$ cat src/rtl/clock_adjust_ctrl.sv
// Clock-adjust control stage: generates the run-mode timebase pulse and turns
// debounced up/down/select buttons into single-cycle adjust pulses with
// direction, including hold-to-repeat and a both-buttons lockout.
module clock_adjust_ctrl #(
    parameter int unsigned TICK_DIV     = 100_000_000,
    parameter int unsigned DEB_CYCLES   = 1_000_000,
    parameter int unsigned REPEAT_DELAY = 50_000_000,
    parameter int unsigned REPEAT_RATE  = 10_000_000,
    parameter int unsigned CNT_W        = 27
) (
    input  logic       clk,
    input  logic       reset,
    input  logic       btn_up,
    input  logic       btn_down,
    input  logic       btn_sel,
    output logic       run_en,
    output logic       adj_en,
    output logic       dir,
    output logic [1:0] field
);

    localparam int unsigned NBTN = 3;
    localparam int unsigned B_UP  = 0;
    localparam int unsigned B_DN  = 1;
    localparam int unsigned B_SEL = 2;

    localparam logic [CNT_W-1:0] TICK_LAST  = CNT_W'(TICK_DIV - 1);
    localparam logic [CNT_W-1:0] DEB_LAST   = CNT_W'(DEB_CYCLES - 1);
    localparam logic [CNT_W-1:0] DELAY_LAST = CNT_W'(REPEAT_DELAY - 1);
    localparam logic [CNT_W-1:0] RATE_LAST  = CNT_W'(REPEAT_RATE - 1);

    typedef enum logic [1:0] {
        FLD_RUN     = 2'd0,
        FLD_HOURS   = 2'd1,
        FLD_MINUTES = 2'd2,
        FLD_SECONDS = 2'd3
    } field_e;

    typedef enum logic [1:0] {
        ADJ_IDLE   = 2'd0,
        ADJ_HOLD   = 2'd1,
        ADJ_REPEAT = 2'd2,
        ADJ_LOCK   = 2'd3
    } adj_state_e;

    logic [NBTN-1:0]  raw;
    logic [NBTN-1:0]  sync1_q, sync1_d;
    logic [NBTN-1:0]  sync2_q, sync2_d;
    logic [NBTN-1:0]  deb_q, deb_d;
    logic [NBTN-1:0]  deb_prev_q, deb_prev_d;
    logic [CNT_W-1:0] deb_cnt_q [NBTN];
    logic [CNT_W-1:0] deb_cnt_d [NBTN];
    logic [NBTN-1:0]  rise;

    field_e           field_q, field_d;
    adj_state_e       state_q, state_d;
    logic [CNT_W-1:0] tick_cnt_q, tick_cnt_d;
    logic [CNT_W-1:0] rpt_cnt_q, rpt_cnt_d;
    logic             run_en_q, run_en_d;
    logic             adj_en_q, adj_en_d;
    logic             dir_q, dir_d;

    logic up_lvl, dn_lvl, up_rise, dn_rise, sel_rise, held;

    assign raw      = {btn_sel, btn_down, btn_up};
    assign rise     = deb_q & ~deb_prev_q;
    assign up_lvl   = deb_q[B_UP];
    assign dn_lvl   = deb_q[B_DN];
    assign up_rise  = rise[B_UP];
    assign dn_rise  = rise[B_DN];
    assign sel_rise = rise[B_SEL];
    // The button that started the current press is the one recorded in dir.
    assign held     = dir_q ? dn_lvl : up_lvl;

    // Two-flop synchronisers and debounce: a level is accepted after DEB_CYCLES
    // consecutive cycles of disagreement; any agreement restarts the count.
    always_comb begin
        sync1_d    = raw;
        sync2_d    = sync1_q;
        deb_prev_d = deb_q;
        deb_d      = deb_q;
        for (int i = 0; i < int'(NBTN); i++) begin
            deb_cnt_d[i] = '0;
            if (sync2_q[i] != deb_q[i]) begin
                if (deb_cnt_q[i] == DEB_LAST) begin
                    deb_d[i] = sync2_q[i];
                end else begin
                    deb_cnt_d[i] = deb_cnt_q[i] + CNT_W'(1);
                end
            end
        end
    end

    // Field select, run-mode timebase and adjust FSM next-state/output logic.
    always_comb begin
        field_d    = field_q;
        state_d    = state_q;
        tick_cnt_d = tick_cnt_q;
        rpt_cnt_d  = rpt_cnt_q;
        run_en_d   = 1'b0;
        adj_en_d   = 1'b0;
        dir_d      = dir_q;

        if (sel_rise) begin
            unique case (field_q)
                FLD_RUN:     field_d = FLD_HOURS;
                FLD_HOURS:   field_d = FLD_MINUTES;
                FLD_MINUTES: field_d = FLD_SECONDS;
                default:     field_d = FLD_RUN;
            endcase
        end

        if (field_q == FLD_RUN) begin
            if (tick_cnt_q == TICK_LAST) begin
                tick_cnt_d = '0;
                run_en_d   = 1'b1;
                dir_d      = 1'b0;
            end else begin
                tick_cnt_d = tick_cnt_q + CNT_W'(1);
            end
        end else begin
            tick_cnt_d = '0;
        end

        if (field_q == FLD_RUN || sel_rise) begin
            state_d   = ADJ_IDLE;
            rpt_cnt_d = '0;
        end else if (up_lvl && dn_lvl) begin
            state_d = ADJ_LOCK;
        end else begin
            unique case (state_q)
                ADJ_IDLE: begin
                    if (up_rise || dn_rise) begin
                        adj_en_d  = 1'b1;
                        dir_d     = dn_rise;
                        state_d   = ADJ_HOLD;
                        rpt_cnt_d = '0;
                    end
                end
                ADJ_HOLD: begin
                    if (!held) begin
                        state_d = ADJ_IDLE;
                    end else if (rpt_cnt_q == DELAY_LAST) begin
                        adj_en_d  = 1'b1;
                        state_d   = ADJ_REPEAT;
                        rpt_cnt_d = '0;
                    end else begin
                        rpt_cnt_d = rpt_cnt_q + CNT_W'(1);
                    end
                end
                ADJ_REPEAT: begin
                    if (!held) begin
                        state_d = ADJ_IDLE;
                    end else if (rpt_cnt_q == RATE_LAST) begin
                        adj_en_d  = 1'b1;
                        rpt_cnt_d = '0;
                    end else begin
                        rpt_cnt_d = rpt_cnt_q + CNT_W'(1);
                    end
                end
                default: begin
                    if (!up_lvl && !dn_lvl) begin
                        state_d = ADJ_IDLE;
                    end
                end
            endcase
        end
    end

    // State and output registers.
    always_ff @(posedge clk or negedge reset) begin
        if (!reset) begin
            sync1_q    <= '0;
            sync2_q    <= '0;
            deb_q      <= '0;
            deb_prev_q <= '0;
            for (int i = 0; i < int'(NBTN); i++) begin
                deb_cnt_q[i] <= '0;
            end
            field_q    <= FLD_RUN;
            state_q    <= ADJ_IDLE;
            tick_cnt_q <= '0;
            rpt_cnt_q  <= '0;
            run_en_q   <= 1'b0;
            adj_en_q   <= 1'b0;
            dir_q      <= 1'b0;
        end else begin
            sync1_q    <= sync1_d;
            sync2_q    <= sync2_d;
            deb_q      <= deb_d;
            deb_prev_q <= deb_prev_d;
            for (int i = 0; i < int'(NBTN); i++) begin
                deb_cnt_q[i] <= deb_cnt_d[i];
            end
            field_q    <= field_d;
            state_q    <= state_d;
            tick_cnt_q <= tick_cnt_d;
            rpt_cnt_q  <= rpt_cnt_d;
            run_en_q   <= run_en_d;
            adj_en_q   <= adj_en_d;
            dir_q      <= dir_d;
        end
    end

    assign run_en = run_en_q;
    assign adj_en = adj_en_q;
    assign dir    = dir_q;
    assign field  = field_q;

endmodule

$ cat config.mk
export PLATFORM = sky130hd
export DESIGN_NAME = clock_adjust_ctrl
export DESIGN_NICKNAME = d
export VERILOG_FILES = /design/src/rtl/clock_adjust_ctrl.sv
export SDC_FILE = /design/constraint.sdc
export NUM_CORES = 1
export LEC_CHECK = 0
export ABC_AREA = 1
export BUFFER_PORTS_ARGS = -buffer_cell sky130_fd_sc_hd__buf_2
export CORE_ASPECT_RATIO = 1.2
export CORE_MARGIN = 3
export CORE_UTILIZATION = 50
export CTS_CLUSTER_SIZE = 14
export DETAILED_ROUTE_END_ITERATION = 8
export GPL_TIMING_DRIVEN = 0
export PLACE_DENSITY_LB_ADDON = 0.15
export SYNTH_ARGS = -nofsm -noshare
export SYNTH_HDL_FRONTEND = slang
export SYNTH_SLANG_ARGS = --single-unit
$ cat constraint.sdc
create_clock -name clk -period 1.95 [get_ports clk]
set_input_delay 0.195 -clock clk [delete_from_list [all_inputs] [get_ports clk]]
set_output_delay 0.195 -clock clk [all_outputs]
set_load 0.02 [all_outputs]
==> summary.txt <==
Worst setup path
  • Worst Setup Start Kind: flip-flop
  • Critical R2R Capture: rpt_cnt_q[25]$_DFFE_PN0P_
  • Critical-path maximum fanout: 8
  • Reg-to-reg startpoint: state_q[1]$_DFFE_PN0P_
  • CP Class: reg2reg
  • Setup crit end kind: flip-flop
  • CP Data Required Time: 2.28 ns
  • Worst-case reg-to-reg path depth: 13
  • Reg2Reg Setup Slack: 0.11 ns
  • Arrival time at the worst endpoint: 2.17 ns

Timing
  • Final setup skew: 0.0134 ns
  • Max Fclk: 544 MHz
  • Final WS setup: 0.113 ns
  • Worst slew pin tran: 0.707 ns
  • Hold Worst Slack: 0.339 ns
  • Sum Neg Setup Slack: 0 ns
  • Fin. max-slew vios: 0
  • Max_slew headroom: 0.529
  • RSZ-0062 raised after global routing: yes
  • Crit share post-route: 0.942
  • Final Setup Violations: 0
  • Hold Violations, Final: 0
  • Final min period: 1.84 ns

Yosys
  • Mapped cell area: 9300 um2
  • Ys flop type: dfrtp_1
  • Post-synth EDFFs: 0
  • Post-synth ARST share: 1.00
  • Avg Inst Size Synth: 7.44 um2
  • Synth unique cells: 41
  • Yosys warns: 0
  • Syn nets: 1266
  • FF+latch count, synth: 154
  • Sequential area share after synthesis: 0.414
  • Syn Inst Count: 1250

GRT
  • Global route total overflow: 0
  • Initial antenna violation count: 0
  • Total GRT Usage: 0.226
  • Largest net degree at the start of global routing: 83
  • First-pass GRT wire length: 37.2 mm
  • Number of global-route vias before repair: 8035

Drt
  • Total number of vias: 8217
  • Detail-routed via count per cell: 5.37
  • DRC: 0
  • Antenna Violating Nets Remaining: 0
  • Routed wire length per instance: 14.5 um
  • DR pass1 iterations: 5
  • Total Wirelength: 22.2 mm
  • DRT iter0 DRCs: 542

Die
  • Die X: 131 um
  • Core region area: 18200 um2
  • Rows: 54
  • Die Ht: 155 um
  • Full die area: 20300 um2
  • Initial Utilization: 0.510
  • Top Ports: 10

Pwr
  • Peak supply drop: 622 uV
  • Pleak: 4.37 nW
  • Pwr dens: 633 nW/um2

Finish
  • ANT cells: 0
  • Layout Area Growth over Synthesis: 12.1%
  • Layout net count: 1310
  • Final cell utilization of the core: 0.572
  • Area of the multi-input gates: 4860 um2
  • Fill count: 1680
  • Layout cells sized above 1: 0.113
  • Post-route insts no fill: 1529
  • Commonest non-fill, non-tap cells in the layout: 239 x nand2_1, 223 x nor2_1, 152 x dfrtp_1, 133 x inv_1, 114 x nand3_1
  • Most frequent standard cell in the layout excluding fill and tap cells: nand2_1
  • Area occupied by registers: 3860 um2

Place
  • RePlAce Congestion: 0.933
  • PortBufs: 9
  • Final HPWL DP: 16.4 mm
  • Inst Count DP: 1484
  • Placement Setup Slack: -0.0449 ns

Status
  • Outcome: completed

Hold path
  • Hold WC Path Type: in2async

Clocking
  • Root buf cell: clkbuf_16
  • Worst-Skew Late Latency: 0.42 ns
  • CTS Buf Count: 17
  • Reg clk slew, reported paths: 0.06 ns
  • Clock sink count: 154
  • H-tree levels: 4
  • TritonCTS clock tree: done
  • Clock Tree Buf Depth: 2

Run
  • Max Cap Viol: 0
## critical path: stages, from the launching register on
cell and delay, ns:
dfrtp_1 0.44, inv_2 0.11, ha_4 0.17, inv_2 0.04
nand2_1 0.07, nor2_1 0.06, nor2_2 0.09, nand3_2 0.10
nand2_4 0.15, buf_4 0.13, nand2_2 0.06, o21ai_1 0.12
nand2_1 0.07, a21oi_2 0.14
## worst max path at each step
stage	start	end	cells past startpoint
2_1_floorplan	field[0]$_DFFE_PN0P_	rpt_cnt_q[15]$_DFFE_PN0P_	8
3_3_place_gp	reset	deb_cnt_q[73]$_DFF_PN0_	1
3_5_place_dp	state_q[1]$_DFFE_PN0P_	rpt_cnt_q[25]$_DFFE_PN0P_	11
4_1_cts	field[0]$_DFFE_PN0P_	rpt_cnt_q[25]$_DFFE_PN0P_	8
5_1_grt	tick_cnt_q[0]$_DFF_PN0_	tick_cnt_q[8]$_DFF_PN0_	9
6_report	state_q[1]$_DFFE_PN0P_	rpt_cnt_q[25]$_DFFE_PN0P_	13
## synth_stat cells (9+ instances only)
master / count / area [um2]
nand2_1: 241 / 905
nor2_1: 225 / 845
dfrtp_1: 154 / 3850
inv_1: 135 / 507
nand3_1: 114 / 571
nor3_1: 62 / 310
nand4_1: 58 / 363
xor2_1: 49 / 429
a21oi_1: 22 / 110
nor4_1: 20 / 125
o21ai_0: 20 / 100
xnor2_1: 13 / 114
a21oi_2: 12 / 105
nand2_2: 12 / 75.1
ha_1: 11 / 138
nor3_2: 11 / 110
nor2_2: 10 / 62.6
nor3b_1: 9 / 67.6
## cell type report
class                      count  area share
sequential                   154       0.370
multi-input combinational    935       0.466
timing repair buffer          24      0.0186
buffer                        17      0.0119
clock inverter                 8     0.00912
clock buffer                  22      0.0455
inverter                     145      0.0522
tap                          224      0.0269
## power by group
| part | internal, mW | switching (mW) | total, mW |
|---|---|---|---|
| registers | 3.22 | 0.0195 | 3.24 |
| clock network | 1.96 | 1.25 | 3.21 |
| logic | 0.0374 | 0.113 | 0.150 |
## metal layers
metal | up-vias | wire length, um | GRT usage
met2 | 139 | 11200 | 0.394
met1 | 3859 | 9880 | 0.282
met5 | - | 0 | 0
li1 | 4185 | - | -
met3 | 34 | 626 | 0.0364
met4 | 0 | 469 | 0.0784
## cells by family (layout without fill, tap and decap cells)
kind of cell,after synthesis,in the layout,synth area share
and+or+nand+nor,790,791,0.396
buffers and inverters,162,216,0.0707
DFF,154,154,0.414
AOI/OAI and AO/OA,71,71,0.0455
xor gates and xnor gates,62,62,0.0584
adders and majority gates,11,11,0.0148
## timing repair
item,CTS,global route
endpoints found under the hold margin,75,0
pin swaps,1,6
endpoints found under the setup margin,13,63
buffers inserted,2,8
cloned,0,1
resized for setup,3,18
hold buffers,4,0
## flip-flops by register name, indices dropped and copies added (netlist names)
register,count
rpt_cnt_q,27
deb_prev_d,3
sync2_q,3
deb_cnt_q,81
run_en,1
tick_cnt_q,27
field,2
sync1_q,3
dir,1
deb_prev_q,3
state_q,2
adj_en,1
## through the flow
stage	total power [mW]	area [um2]
floorplan	3.34	9300
CTS	6.69	10300
global placement	3.44	9630
detailed placement	3.45	9660
global route	6.85	10400
finish	6.60	10400
No activity file was read; power rests on OpenSTA's default activity.
